`src/rtl/sargantana_icache_pkg.sv`:
```
// rtl/sargantana_icache_pkg.sv - shared types and sizing helpers for the icache refill path
//
// Purpose: state encoding for the iFill controller, beat/counter sizing
// helpers and the default line-buffer type.
// Ports: none (package).

package sargantana_icache_pkg;

  typedef enum logic [2:0] {
    ST_IDLE,
    ST_REQ,
    ST_FILL,
    ST_DRAIN,
    ST_RESP
  } ifill_ctrl_state_t;

  localparam int unsigned LINE_BITS_DEF = 512;
  localparam int unsigned BUS_BITS_DEF  = 128;

  // Number of bus beats that make up one cache line.
  function automatic int unsigned beats_f(input int unsigned line_bits,
                                          input int unsigned bus_bits);
    return line_bits / bus_bits;
  endfunction

  // Beat counter width; a single-beat line still needs a 1-bit counter.
  function automatic int unsigned cnt_w_f(input int unsigned beats);
    return (beats > 1) ? $clog2(beats) : 1;
  endfunction

  localparam int unsigned BEATS      = beats_f(LINE_BITS_DEF, BUS_BITS_DEF);
  localparam int unsigned BEAT_CNT_W = cnt_w_f(BEATS);

  typedef logic [LINE_BITS_DEF-1:0] line_t;

endpackage

```
`src/rtl/sargantana_icache_line_buf.sv`:
```
// rtl/sargantana_icache_line_buf.sv - beat-indexed cache line assembly register
//
// Purpose: holds one cache line; each write places one bus beat at slice idx_i.
// Ports:
//   clk_i, rstn_i  clock, asynchronous active-low reset
//   we_i           write the beat this cycle
//   idx_i          beat slot to write
//   beat_i         beat data
//   line_o         assembled line (holds until overwritten)

module sargantana_icache_line_buf
  import sargantana_icache_pkg::*;
#(
  parameter int unsigned LINE_BITS = LINE_BITS_DEF,
  parameter int unsigned BUS_BITS  = BUS_BITS_DEF,
  parameter int unsigned CNT_W     = BEAT_CNT_W
) (
  input  logic                 clk_i,
  input  logic                 rstn_i,
  input  logic                 we_i,
  input  logic [CNT_W-1:0]     idx_i,
  input  logic [BUS_BITS-1:0]  beat_i,
  output logic [LINE_BITS-1:0] line_o
);

  logic [LINE_BITS-1:0] line_d;
  logic [LINE_BITS-1:0] line_q;

  always_comb begin
    line_d = line_q;
    if (we_i) begin
      line_d[int'(idx_i)*BUS_BITS +: BUS_BITS] = beat_i;
    end
  end

  always_ff @(posedge clk_i or negedge rstn_i) begin
    if (!rstn_i) begin
      line_q <= '0;
    end else begin
      line_q <= line_d;
    end
  end

  assign line_o = line_q;

endmodule

```
`src/rtl/sargantana_icache_ifill_ctrl.sv`:
```
// rtl/sargantana_icache_ifill_ctrl.sv - icache line refill and invalidation forwarding controller
//
// Purpose: takes one icache miss at a time, issues a line-aligned read to
// memory, assembles the returned beats into a line and returns it as a single
// response. Forwards external invalidations while idle. flush_i abandons a
// fill but always lets an accepted memory read finish its beats.
// Ports:
//   clk_i, rstn_i                  clock, asynchronous active-low reset
//   flush_i                        abandon fill in progress
//   ifill_req_*                    miss request from the icache
//   ifill_resp_*                   line response and invalidate pulse to the icache
//   mem_req_* / mem_resp_*         line read request and beat return from memory
//   inv_valid_i/inv_paddr_i/inv_ready_o  external invalidation handshake

module sargantana_icache_ifill_ctrl
  import sargantana_icache_pkg::*;
#(
  parameter int unsigned PADDR_SIZE = 40,
  parameter int unsigned LINE_BITS  = LINE_BITS_DEF,
  parameter int unsigned BUS_BITS   = BUS_BITS_DEF,
  parameter int unsigned WAY_BITS   = 2
) (
  input  logic                  clk_i,
  input  logic                  rstn_i,
  input  logic                  flush_i,
  input  logic                  ifill_req_valid_i,
  input  logic [WAY_BITS-1:0]   ifill_req_way_i,
  input  logic [PADDR_SIZE-1:0] ifill_req_paddr_i,
  output logic                  ifill_resp_valid_o,
  output logic                  ifill_resp_ack_o,
  output logic [LINE_BITS-1:0]  ifill_resp_data_o,
  output logic                  ifill_resp_inv_valid_o,
  output logic [PADDR_SIZE-1:0] ifill_resp_inv_paddr_o,
  output logic                  mem_req_valid_o,
  input  logic                  mem_req_ready_i,
  output logic [PADDR_SIZE-1:0] mem_req_paddr_o,
  input  logic                  mem_resp_valid_i,
  input  logic [BUS_BITS-1:0]   mem_resp_data_i,
  input  logic                  inv_valid_i,
  input  logic [PADDR_SIZE-1:0] inv_paddr_i,
  output logic                  inv_ready_o
);

  localparam int unsigned NBEATS   = beats_f(LINE_BITS, BUS_BITS);
  localparam int unsigned CNT_W    = cnt_w_f(NBEATS);
  localparam int unsigned OFF_BITS = $clog2(LINE_BITS / 8);

  localparam logic [CNT_W-1:0]      LAST_BEAT = CNT_W'(NBEATS - 1);
  localparam logic [PADDR_SIZE-1:0] LINE_MASK =
    ~((PADDR_SIZE'(1) << OFF_BITS) - PADDR_SIZE'(1));

  ifill_ctrl_state_t     state_d, state_q;
  logic [CNT_W-1:0]      cnt_d, cnt_q;
  logic [PADDR_SIZE-1:0] paddr_d, paddr_q;
  logic [WAY_BITS-1:0]   unused_way_d, unused_way_q;
  logic                  inv_valid_d, inv_valid_q;
  logic [PADDR_SIZE-1:0] inv_paddr_d, inv_paddr_q;
  logic                  buf_we;
  logic                  idle;

  assign idle = (state_q == ST_IDLE);

  always_comb begin
    state_d      = state_q;
    cnt_d        = cnt_q;
    paddr_d      = paddr_q;
    unused_way_d = unused_way_q;
    inv_valid_d  = 1'b0;
    inv_paddr_d  = inv_paddr_q;
    buf_we       = 1'b0;

    case (state_q)
      ST_IDLE: begin
        // Invalidation wins over a miss presented in the same cycle.
        if (inv_valid_i) begin
          inv_valid_d = 1'b1;
          inv_paddr_d = inv_paddr_i;
        end else if (ifill_req_valid_i && !flush_i) begin
          paddr_d      = ifill_req_paddr_i & LINE_MASK;
          unused_way_d = ifill_req_way_i;
          state_d      = ST_REQ;
        end
      end

      ST_REQ: begin
        if (mem_req_ready_i) begin
          cnt_d = '0;
          // Once memory has taken the read its beats must be absorbed.
          state_d = flush_i ? ST_DRAIN : ST_FILL;
        end else if (flush_i) begin
          state_d = ST_IDLE;
        end
      end

      ST_FILL: begin
        if (mem_resp_valid_i) begin
          buf_we = 1'b1;
          cnt_d  = cnt_q + CNT_W'(1);
          if (cnt_q == LAST_BEAT) begin
            // A flush on the final beat leaves nothing to drain.
            state_d = flush_i ? ST_IDLE : ST_RESP;
          end else if (flush_i) begin
            state_d = ST_DRAIN;
          end
        end else if (flush_i) begin
          state_d = ST_DRAIN;
        end
      end

      ST_DRAIN: begin
        if (mem_resp_valid_i) begin
          cnt_d = cnt_q + CNT_W'(1);
          if (cnt_q == LAST_BEAT) begin
            state_d = ST_IDLE;
          end
        end
      end

      ST_RESP: begin
        state_d = ST_IDLE;
      end

      default: begin
        state_d = ST_IDLE;
      end
    endcase
  end

  always_ff @(posedge clk_i or negedge rstn_i) begin
    if (!rstn_i) begin
      state_q      <= ST_IDLE;
      cnt_q        <= '0;
      paddr_q      <= '0;
      unused_way_q <= '0;
      inv_valid_q  <= 1'b0;
      inv_paddr_q  <= '0;
    end else begin
      state_q      <= state_d;
      cnt_q        <= cnt_d;
      paddr_q      <= paddr_d;
      unused_way_q <= unused_way_d;
      inv_valid_q  <= inv_valid_d;
      inv_paddr_q  <= inv_paddr_d;
    end
  end

  sargantana_icache_line_buf #(
    .LINE_BITS (LINE_BITS),
    .BUS_BITS  (BUS_BITS),
    .CNT_W     (CNT_W)
  ) u_line_buf (
    .clk_i  (clk_i),
    .rstn_i (rstn_i),
    .we_i   (buf_we),
    .idx_i  (cnt_q),
    .beat_i (mem_resp_data_i),
    .line_o (ifill_resp_data_o)
  );

  assign inv_ready_o            = idle && inv_valid_i;
  assign mem_req_valid_o        = (state_q == ST_REQ);
  assign mem_req_paddr_o        = paddr_q;
  // A flush landing on the response cycle cancels the response.
  assign ifill_resp_valid_o     = (state_q == ST_RESP) && !flush_i;
  assign ifill_resp_ack_o       = (state_q == ST_RESP) && !flush_i;
  assign ifill_resp_inv_valid_o = inv_valid_q;
  assign ifill_resp_inv_paddr_o = inv_paddr_q;

endmodule

```
`config.mk`:
```
export PLATFORM = sky130hd
export DESIGN_NAME = sargantana_icache_ifill_ctrl
export DESIGN_NICKNAME = d
export VERILOG_FILES = /design/src/rtl/sargantana_icache_pkg.sv /design/src/rtl/sargantana_icache_line_buf.sv /design/src/rtl/sargantana_icache_ifill_ctrl.sv
export SDC_FILE = /design/constraint.sdc
export NUM_CORES = 1
export LEC_CHECK = 0
export BUFFER_PORTS_ARGS = -buffer_cell sky130_fd_sc_hd__buf_2
export CAP_MARGIN = 10
export CORE_AREA = 2 2 316 318
export CTS_BUF_LIST = sky130_fd_sc_hd__clkbuf_8
export CTS_CLUSTER_DIAMETER = 120
export CTS_CLUSTER_SIZE = 10
export DETAILED_ROUTE_END_ITERATION = 10
export DIE_AREA = 0 0 318 320
export SYNTH_ARGS = -nofsm -noshare
export SYNTH_HDL_FRONTEND = slang
export SYNTH_SLANG_ARGS = --single-unit
```
`constraint.sdc`:
```
create_clock -name clk_i -period 2.82 [get_ports clk_i]
set_input_delay 0.564 -clock clk_i [delete_from_list [all_inputs] [get_ports clk_i]]
set_output_delay 0.564 -clock clk_i [all_outputs]
set_load 0.01 [all_outputs]
```
Yosys cells after proc, flatten, opt, wreduce, memory -nomap -nowiden
Cells that the tools add are included.

Input bits: 217. Register bits: 592. Bits in writable memories: 0. Memory bits (read-only): 0. Output and inout port bits: 597. Word-level logic and storage cells: 54. Memories kept: 0. Bits in latches: 0.

Shifts and indexed selects: 2. Multipliers: 0. Div/mod/pow operators: 0. Muxes and demuxes: 20. Reduce and logical (&&, ||, !) cells: 11. Equal/unequal tests: 12. Order comparisons: 0. Bitwise operators: 1. Add/subtract/negate cells: 2.

Operator list (number): 512-bit bitwise mux (1); 128-bit by 34-bit variable shift with 512-bit output (first input constant) (1); 128-bit by 34-bit indexed part select with 512-bit output (1); 9-bit negator with 34-bit output (1); 3-bit two-way mux (10); 3-bit one-hot mux with 4 select lines (1); 3-bit by 2-bit equality test with 1-bit output (second input constant) (2); 2-bit by 1-bit inequality test with 1-bit output (second input constant) (3); 2-bit inequality test (second input constant) (3); 3-bit AND reduction (2); 1-bit two-way mux (5); 5-bit AND reduction (1); 2-bit two-way mux (2); 2-bit one-hot mux with 2 select lines (1); 3-bit by 1-bit equality test with 1-bit output (second input constant) (1); 3-bit equality test (second input constant) (1); 1-bit logical AND (3); 3-bit zero test (1); 3-bit by 2-bit inequality test with 1-bit output (second input constant) (1); 2-bit by 1-bit adder with 2-bit output (second input constant) (1); 2-bit equality test (second input constant) (1); 2-bit AND reduction (1); 2-bit nonzero test (1); 2-bit OR reduction (1); 2 further kinds (2).

Depth between registers and ports, before layout
Gate-level depths: netlist of run 1.

Depth in word-level cells: 5. Gate-level depth with buffers: 7. Depth with buffers taken out: 5.

Modules after synthesis
Synthesis of run 1 repeated with hierarchy kept, for this count alone.

Cell total of the unflattened synthesis: 1692. Area, all modules: 23283.6 um^2.

Modules (own cells, without submodules): sargantana_icache_line_buf (cells each 1495, times used 1, area an instance 19996.7 um^2, sequential area each 12812.3 um^2); sargantana_icache_ifill_ctrl (cells each 197, times used 1, area an instance 3286.9 um^2, sequential area each 2001.9 um^2).

Worst setup path before layout of run 1
Ideal clock, no wire load.

Path kind: register to register. From: reg cnt_q[0]. To: reg u_line_buf.line_q[118], in the netlist u_line_buf.line_o[118]. Period minus slack after synthesis: 1948 ps. Setup slack: 872 ps. Data required time: 2744 ps. Setup time: 76 ps. Stages on the path, launching flop included: 8. Path buffers: 2. Arrival time: 1872 ps. Cells stage by stage: dfrtp_1 > inv_1 > ha_1 > nor3b_1 > clkbuf_1 > clkbuf_1 > nand4_1 > o21ai_1.

Word-level cells in the longest chain between the ends: 3. Elaborated cells on any way between the ends: 4. Classes of those cells: add/sub (1); shift (2); mux (1).

Ends and longest elaborated chain: start: declaration (RTL line sargantana_icache_ifill_ctrl.sv:53) `logic [CNT_W-1:0] cnt_d, cnt_q;`; start signal: assignment (RTL line sargantana_icache_ifill_ctrl.sv:139) `cnt_q <= cnt_d;`; 9-bit negator with 34-bit output (*) (RTL line sargantana_icache_line_buf.sv:32) `line_d[int'(idx_i)*BUS_BITS +: BUS_BITS] = beat_i;`; 128-bit by 34-bit indexed part select with 512-bit output or 128-bit by 34-bit variable shift with 512-bit output (tied branches) (RTL line sargantana_icache_line_buf.sv:32); 512-bit bitwise mux (*) (RTL line sargantana_icache_line_buf.sv:32); end signal: assignment (RTL line sargantana_icache_line_buf.sv:40) `line_q <= line_d;`; end: declaration (RTL line sargantana_icache_line_buf.sv:27) `logic [LINE_BITS-1:0] line_q;`.

Mark *: on every way between the ends. The rest lies on a longest branch, timed or not. A chain may end at the register's enable or synchronous reset.

Worst setup path after layout of run 1
From: reg state_q[0]. To: out ifill_resp_valid_o.

Word-level cells in the longest chain between the ends: 2.

Ends and longest elaborated chain: start: declaration (RTL line sargantana_icache_ifill_ctrl.sv:52) `ifill_ctrl_state_t state_d, state_q;`; start signal: assignment (RTL line sargantana_icache_ifill_ctrl.sv:138) `state_q <= state_d;`; 3-bit equality test (RTL line sargantana_icache_ifill_ctrl.sv:164) `assign ifill_resp_valid_o = (state_q == ST_RESP) && !flush_i;`; 1-bit logical AND (RTL line sargantana_icache_ifill_ctrl.sv:164); end: declaration (RTL line sargantana_icache_ifill_ctrl.sv:29) `output logic ifill_resp_valid_o,`.

No other way between the ends.

==> results_dict.tcl, run 1 <==
set metrics [dict create \
    portBuffers 799 \
    max_cap_violations 0 \
    cp_data_required_time_ns 2.26 \
    coreArea_mm2 0.09799 \
    detail_route.vias_per_cell 4.734 \
    antenna_found_initial 23 \
    drive_gt1_frac 0.3190 \
    grt_pass1_wl_um 148000 \
    grt_overflow 0 \
    clock_latency_ns 0.70 \
    critPathTopFamily "simple AND/OR/NAND/NOR gates" \
    area_delta_synth_final_pct 27.06 \
    ir_drop_v 0.0007165 \
    clock_path_buffers 3 \
    critical_path.endpoint_type "primary output" \
    final_cell_mix "buf_2 (798), dfrtp_1 (592), inv_1 (516)" \
    finalWirelength_um 100400 \
    synth.cell_area_mm2 0.02542 \
    critPathKind "flop to primary output" \
    path_clk_slew_ns 0.08 \
    worst-path-buf-inv 1 \
    regToRegStartpoint "cnt_q[1]" \
    synthCells 2458 \
    rsz0062_at_grt "false" \
    crit_chain "nor4b_1, buf_2" \
    hold_viol 0 \
    p_leak_nw 15.55 \
    crit_fanout 9 \
    setup_viol_count_final 0 \
    power_mw 36.43 \
    post-route-period-util 0.9186 \
    hp-class "input port to flop" \
    cts_tree "done" \
    drc 0 \
    start_kind "flop" \
    finalMaxSlewViolations 0 \
    cts_setup_buffers 0 \
    relSlewSlack 0.5102 \
    final_nets 3468 \
    min_period_ns 2.590 \
    num_io_pins 814 \
    chipWidth_um 318 \
    drtIter0Drc 1770 \
    dp_hpwl_um 67720 \
    rows 115 \
    synth_seq_cells 592 \
    grt_use_total 0.1922 \
    h-tree-depth 3 \
    initial_utilization 0.2594 \
    place.gp.congestion 0.8262 \
    slowest_stage "nor4b_1" \
    crit_start "state_q[0]" \
    cpPeakStageDelay_ns 0.60 \
    clock_skew_ns 0.03525 \
    p_per_area_mw_per_mm2 1128 \
    whs_ns 0.1141 \
    first_global_vias 21655 \
    cts_root_buf "clkbuf_8" \
    vias 21538 \
    clock_sinks 592 \
    grt_max_degree 90 \
    worst_ep_arrival_time_ns 2.03 \
    hold_start "inv_paddr_i[9]" \
    stdcell_area_mm2 0.03229 \
    die_y_um 320 \
    postRouteAntennaNets 0 \
    ys_seq_area_frac 0.5829 \
    regToRegSetupSlack_ns 0.49 \
    fin_util 0.3296 \
    synth_warnings 0 \
    worst_slew_pin_slew_ns 0.7347 \
    syn-mean-instance-area_um2 10.34 \
    wl_per_cell_um 22.07 \
    status "finished clean" \
    place_area_mm2 0.03073 \
    timing.setup.tns_ns 0 \
    max_freq_mhz 386.0 \
    yosysUniqueCellTypes 32 \
    final_common_cell "buf_2" \
    dr.pass1.iters 7 \
    cts_made_buffers 69 \
    cts_resized 0 \
    fp.dieArea_mm2 0.1018 \
]
-- cells in the mapped netlist, drive strengths merged --
library cell / count / area, um^2
mux2: 74 / 833.3
clkbuf: 71 / 266.5
inv: 515 / 1933
nand4: 384 / 2402
nor3b: 6 / 50.05
conb: 1 / 3.750
o21ai: 387 / 1974
and3b: 2 / 17.52
nand2: 132 / 495.5
o311ai: 2 / 17.52
nor4bb: 1 / 25.02
xnor2: 1 / 8.760
nor4b: 2 / 17.52
mux2i: 128 / 1281
a21oi: 1 / 5.000
nor3: 1 / 5.000
dfrtp: 592 / 14810
and2: 4 / 32.54
buf: 144 / 1116
ha: 6 / 75.07
or2: 1 / 6.260
nand3b: 1 / 20.02
a211oi: 2 / 15.01
-- sequential cells by signal, indices dropped and copies added (netlist names) --
name	cells
cnt_q	2
ifill_resp_inv_paddr_o	40
ifill_resp_inv_valid_o	1
mem_req_paddr_o	34
state_q	3
u_line_buf.line_o	512
-- cells by family after synthesis --
kind of cell	synth area share
flip-flops	0.5829
buffers and inverters	0.1305
adder cells (fa/ha/maj)	0.002954
XOR/XNOR	0.0003447
AND/OR/NAND/NOR	0.1209
multiplexers	0.08320
AO/OA/AOI/OAI	0.07916
other	0.0001475
-- worst paths after layout --
path	to	cells past startpoint
hold reg to reg	ifill_resp_inv_paddr_o[38]	1
setup / recovery	ifill_resp_valid_o	2
max in group asynchronous	u_line_buf.line_o[257]	4
min in group asynchronous	u_line_buf.line_o[175]	2
hold / removal	ifill_resp_inv_paddr_o[9]	2
setup reg to reg	u_line_buf.line_o[470]	6
-- metrics by stage --
| step | setup WS [ns] | std cells |
|---|---|---|
| 4_1_cts | 0.1173 | 4541 |
| 3_5_place_dp | 0.4677 | 4413 |
| 6_report | 0.2296 | 4550 |
| 2_1_floorplan | 0.8721 | 2463 |
| 5_1_grt | 0.07094 | 4549 |
| 3_3_place_gp | 0.5120 | 4413 |
-- layer usage --
layer / wire [um] / up-vias / track usage
met5: 10 / - / 0
met4: 2667 / 2 / 0.05566
met3: 8330 / 171 / 0.05940
met2: 48010 / 950 / 0.3161
met1: 41380 / 10706 / 0.2422
li1: - / 9709 / -
-- final cells by class --
type / instances / area [um^2]
antenna: 9 / 22.52
clock buffer: 74 / 1018
clock inverter: 6 / 40.04
fill: 10079 / 65700
inverter: 515 / 1933
multi-input combinational: 1141 / 7371
sequential: 592 / 14810
tap: 1287 / 1610
timing repair buffer: 926 / 5483
-- where the power goes --
group / total, mW / internal (mW) / switching (mW)
Sequential: 14.7 / 12.5 / 2.24
Combinational: 16.2 / 5.70 / 10.5
Clock: 5.52 / 2.35 / 3.17
Total: 36.4 / 20.6 / 15.9
-- timing repair --
action,4_1_cts,5_1_grt
endpoints found under the setup margin,0,0
endpoints found under the hold margin,75,0
hold buffers,48,0
Power figures use the tool's default switching activity.
==> run 2: changes to the inputs <==
--- a/config.mk
+++ b/config.mk
@@ -6,13 +6,14 @@
 export NUM_CORES = 1
 export LEC_CHECK = 0
 export BUFFER_PORTS_ARGS = -buffer_cell sky130_fd_sc_hd__buf_2
-export CAP_MARGIN = 10
-export CORE_AREA = 2 2 316 318
+export CAP_MARGIN = 20
+export CORE_AREA = 2 2 314 316
 export CTS_BUF_LIST = sky130_fd_sc_hd__clkbuf_8
 export CTS_CLUSTER_DIAMETER = 120
 export CTS_CLUSTER_SIZE = 10
 export DETAILED_ROUTE_END_ITERATION = 10
-export DIE_AREA = 0 0 318 320
+export DIE_AREA = 0 0 316 318
 export SYNTH_ARGS = -nofsm -noshare
 export SYNTH_HDL_FRONTEND = slang
+export SYNTH_HIERARCHICAL = 1
 export SYNTH_SLANG_ARGS = --single-unit
==> results_dict.tcl, run 2 <==
set metrics [dict create \
    dp.cells 3643 \
    synthCells 1692 \
    critPathKind "flop to primary output" \
    hp-class "input port to flop" \
    first_global_vias 19227 \
    place.gp.congestion 0.7934 \
    yosysMostFrequentCell "dfrtp_1" \
    dr.pass1.iters 5 \
    start_kind "flop" \
    rows 115 \
    drive_gt1_frac 0.4207 \
    die_y_um 318 \
    grt_max_degree 129 \
    multi_input_area_mm2 0.007492 \
    grt_use_total 0.1736 \
    synth_warnings 6 \
    num_io_pins 814 \
    stdcell_area_mm2 0.03043 \
    finalMaxSlewViolations 0 \
    timing.setup.tns_ns 0 \
    clock_sinks 592 \
    chipWidth_um 316 \
    max_freq_mhz 380.6 \
    yosys-top-cells-count "dfrtp_1 (592), o2bb2ai_1 (257), nand3_1 (256)" \
    synth_top_area_frac 0.6363 \
    fillers 9948 \
    cts_tree "done" \
    ys_seq_area_frac 0.6363 \
    relSlewSlack 0.4039 \
    detail_route.vias_per_cell 5.110 \
    synth_seq_cells 592 \
    final_common_cell "buf_2" \
    finalWirelength_um 90100 \
    async_reset_ff_frac 1.000 \
    p_per_area_mw_per_mm2 1015 \
    cts_root_buf "clkbuf_8" \
    synth.cell_area_mm2 0.02328 \
    dp_hpwl_um 59380 \
    grt_pass1_wl_um 132500 \
    critical_path.endpoint_type "primary output" \
    p_leak_nw 14.81 \
    path_clk_slew_ns 0.08 \
    antenna_found_initial 8 \
    h-tree-depth 3 \
    fp.dieArea_mm2 0.1005 \
    final_cells 3771 \
    rsz0062_at_grt "false" \
    crit_fanout 21 \
    crit_start "state_q[1]" \
    max_cap_violations 0 \
    largest_reg_flops 512 \
    worst_ep_arrival_time_ns 2.06 \
    synth_area_leaders "dfrtp_1 (64%), a32o_1 (11%), o2bb2ai_1 (9.7%)" \
    syn-mean-instance-area_um2 13.76 \
    hold_viol 0 \
    use_met3 0.03965 \
    drc 0 \
    place_area_mm2 0.02891 \
    use_met1 0.2185 \
    yosysTopAreaCell "dfrtp_1" \
    final_cell_mix "buf_2 (798), dfrtp_1 (592), o2bb2ai_1 (257)" \
    whs_ns 0.1203 \
    final_nets 2695 \
    clock_skew_ns 0.04679 \
    status "finished clean" \
    area_delta_synth_final_pct 30.68 \
    min_period_ns 2.628 \
    vias 19269 \
    drtIter0Drc 1552 \
    regToRegStartpoint "state_q[1]" \
    synth_enable_flop_cells 0 \
    grt_overflow 0 \
    wl_per_cell_um 23.89 \
    clock_path_buffers 3 \
    portBuffers 799 \
    hold_start "ifill_req_paddr_i[16]" \
    postRouteAntennaNets 0 \
    ir_drop_v 0.0005550 \
    power_mw 30.88 \
    cp_data_required_time_ns 2.26 \
    post-route-period-util 0.9318 \
    register_area_mm2 0.01481 \
    yosysUniqueCellTypes 37 \
    use_met2 0.2856 \
    synth-main-ff-cell "dfrtp_1" \
    grt_busiest_layer "met2" \
    worst_slew_pin_slew_ns 0.8942 \
    coreArea_mm2 0.09741 \
    initial_utilization 0.2390 \
    setup_viol_count_final 0 \
    cts_made_buffers 69 \
    clock_latency_ns 0.70 \
]
-- run 2: cell count changes in the layout (fill, tap and decap cells not counted), moves of 121 or more --
| cell | previous run | this run |
|---|---|---|
| nand2_1 | 131 | 3 |
| nand3_1 | 0 | 256 |
| inv_1 | 516 | 4 |
| o21ai_1 | 121 | 0 |
| o2bb2ai_1 | 0 | 257 |
| mux2i_1 | 128 | 0 |
| o21ai_0 | 256 | 2 |
| a32o_1 | 0 | 255 |
| nand4_1 | 384 | 0 |
-- run 2: kinds of logic after synthesis --
logic type | Yosys count | share of synthesized area
flops | 592 | 0.6363
simple gates | 280 | 0.06368
buf+inv | 218 | 0.04718
mux | 74 | 0.04063
compound gates | 520 | 0.2085
other cells | 1 | 0.0001611
xor+xnor | 1 | 0.0003762
fa+ha+maj | 6 | 0.003224
-- run 2: where the power goes --
part / internal, mW / switching, mW
Sequential: 11.4 / 1.65
Combinational: 5.10 / 7.41
Clock: 2.27 / 3.08
-- run 2: per-layer routing --
| metal | up-vias | part of all wire |
|---|---|---|
| li1 | 8157 | - |
| met1 | 10047 | 0.40 |
| met2 | 914 | 0.49 |
| met3 | 151 | 0.073 |
| met4 | 0 | 0.033 |
| met5 | - | 0 |
-- run 2: worst paths after layout --
check / endpoint / slack (ns) / depth (start not counted)
hold reg to reg: ifill_resp_inv_paddr_o[32] / 0.48 / 1
min in group asynchronous: u_line_buf/line_o[210] / 0.48 / 2
setup reg to reg: u_line_buf/line_o[147] / 0.25 / 7
hold / removal: mem_req_paddr_o[16] / 0.12 / 2
max in group asynchronous: u_line_buf/line_o[435] / 1.33 / 3
setup / recovery: inv_ready_o / 0.19 / 3
-- run 2: repair_timing --
action / 4_1_cts / 5_1_grt
setup endpoints to repair: 2 / 1
setup buffers: 1 / 0
gates cloned: 1 / 0
pin swaps: 1 / 0
endpoints found under the hold margin: 80 / 0
resized for setup: 1 / 1
hold buffers: 43 / 0
-- run 2: critical path: stages (launching register included) --
cell	delay, ns
dfrtp_1	0.53
nor4b_4	0.41
buf_12	0.22
buf_2	0.17
-- run 2: stage by stage --
stage,utilization,setup slack [ns]
after floorplan,-,0.9487
after global placement,0.2968,0.3196
after detailed placement,0.2968,0.2888
after CTS,0.3121,0.06353
after global routing,0.3123,0.04774
final,0.3124,0.1924
-- run 2: layout make-up --
| cell class | instances | area share |
|---|---|---|
| flip-flops and latches | 592 | 0.4869 |
| multi-input cells | 887 | 0.2462 |
| repair buffers | 918 | 0.1794 |
| well taps | 1287 | 0.05292 |
| clock buffers | 71 | 0.03211 |
| clock inverters | 5 | 0.001357 |
| diodes | 7 | 0.0005757 |
| inverters | 4 | 0.0004934 |
==> run 3: changes to the inputs <==
==> constraint.sdc (replaced) <==
create_clock -name clk_i -period 2.65 [get_ports clk_i]
set_input_delay 0.53 -clock clk_i [delete_from_list [all_inputs] [get_ports clk_i]]
set_output_delay 0.53 -clock clk_i [all_outputs]
set_load 0.01 [all_outputs]
==> results_dict.tcl, run 3 (synthesized netlist as in run 2, its figures left out) <==
set metrics [dict create \
    status "finished clean" \
    cp_data_required_time_ns 2.12 \
    rows 115 \
    post-route-period-util 0.9417 \
    wl_per_cell_um 24.11 \
    p_sw_frac 0.3950 \
    critPathKind "flop to primary output" \
    relSlewSlack 0.3658 \
    area_delta_synth_final_pct 31.82 \
    dr.pass1.iters 5 \
    grt_pass1_wl_um 135600 \
    clock_latency_ns 0.69 \
    final_nets 2723 \
    hp-class "input port to flop" \
    final_cell_mix "buf_2 (798), dfrtp_1 (591), o2bb2ai_1 (257)" \
    p_int_mw 20.04 \
    critical_path.endpoint_type "primary output" \
    clock_skew_ns 0.02992 \
    die_y_um 318 \
    drc 0 \
    initial_utilization 0.2390 \
    largest_reg_flops 512 \
    grt_overflow 0 \
    switchingPower_mw 13.09 \
    h-tree-depth 3 \
    start_kind "flop" \
    min_period_ns 2.496 \
    worst_slew_pin_slew_ns 0.9513 \
    cts_root_buf "clkbuf_8" \
    combinationalPowerShare 0.409 \
    max_cap_violations 0 \
    drtIter0Drc 1610 \
    place.gp.congestion 0.8008 \
    cts_made_buffers 69 \
    hold_viol 0 \
    portBuffers 799 \
    worst_ep_arrival_time_ns 1.97 \
    grt_max_degree 129 \
    clock_path_buffers 3 \
    p_seq_frac 0.418 \
    setup_viol_count_final 0 \
    finalWirelength_um 91590 \
    crit_fanout 6 \
    timing.setup.tns_ns 0 \
    first_global_vias 19813 \
    grt_use_total 0.1771 \
    p_leak_nw 14.94 \
    antenna_found_initial 10 \
    fp.dieArea_mm2 0.1005 \
    detail_route.vias_per_cell 5.135 \
    clkPwrFrac 0.174 \
    coreArea_mm2 0.09741 \
    postRouteAntennaNets 0 \
    finalMaxSlewViolations 0 \
    power_mw 33.13 \
    p_per_area_mw_per_mm2 1079 \
    num_io_pins 814 \
    drive_gt1_frac 0.4212 \
    chipWidth_um 316 \
    clock_sinks 592 \
    vias 19508 \
    cts_tree "done" \
    max_freq_mhz 400.7 \
    path_clk_slew_ns 0.08 \
    ir_drop_v 0.0006205 \
    final_common_cell "buf_2" \
    rsz0062_at_grt "false" \
    dp_hpwl_um 59890 \
]
## run 3: critical path: stages, from the launching register on
cell,delay (ns)
dfrtp_2,0.47
buf_4,0.18
nor4b_4,0.31
buf_12,0.19
buf_2,0.14
## run 3: final cells by class
class	instances	area, um^2
clock buffer	71	977.2
fill	9854	66720
antenna	7	17.52
multi-input combinational	887	7492
sequential	592	14820
inverter	4	15.01
timing repair buffer	946	5723
clock inverter	5	41.29
tap	1287	1610
## run 3: layer usage
| metal | vias to the layer above | track usage | part of all wire |
|---|---|---|---|
| met5 | - | 0 | 0 |
| met4 | 0 | 0.06646 | 0.033 |
| met3 | 164 | 0.04043 | 0.075 |
| met2 | 964 | 0.2883 | 0.49 |
| met1 | 10166 | 0.2280 | 0.41 |
| li1 | 8214 | - | - |
## run 3: worst paths after layout
kind,endpoint,depth (start not counted),slack [ns],startpoint
max,inv_ready_o,4,0.15,state_q[2]
min in group asynchronous,u_line_buf/line_o[341],2,0.45,rstn_i
max in group asynchronous,u_line_buf/line_o[130],3,1.34,rstn_i
max reg2reg,u_line_buf/line_o[222],4,0.32,state_q[0]
min reg2reg,ifill_resp_inv_paddr_o[32],1,0.48,ifill_resp_inv_paddr_o[32]
min,mem_req_paddr_o[15],2,0.10,ifill_req_paddr_i[15]
## run 3: power groups by stage
stage          sequential [mW]  combinational [mW]  clock (mW)
4_1_cts                   13.8                13.6        5.96
3_3_place_gp              13.8                13.4           0
2_1_floorplan             15.3                5.29           0
5_1_grt                   14.2                14.4        6.30
3_5_place_dp              13.9                13.5           0
6_report                  13.8                13.5        5.75
## run 3: per-stage QoR
step | util | worst slack, ns | instance area (um^2) | hold slack, ns | instances
2_1_floorplan | - | 0.7918 | 23300 | 0.2344 | 1697
3_3_place_gp | 0.2978 | 0.2165 | 29010 | 0.4654 | 3654
3_5_place_dp | 0.2978 | 0.1724 | 29010 | 0.4681 | 3654
4_1_cts | 0.3149 | 0.01487 | 30670 | 0.001265 | 3792
5_1_grt | 0.3151 | 0.02762 | 30690 | 0.02279 | 3799
6_report | 0.3151 | 0.1545 | 30690 | 0.1020 | 3799
## run 3: repair_timing
action | 4_1_cts | 5_1_grt
setup endpoints to repair | 3 | 1
pin swaps | 1 | 0
hold buffers | 59 | 0
gates cloned | 1 | 0
setup buffers | 2 | 0
endpoints found under the hold margin | 99 | 0
resized for setup | 2 | 1
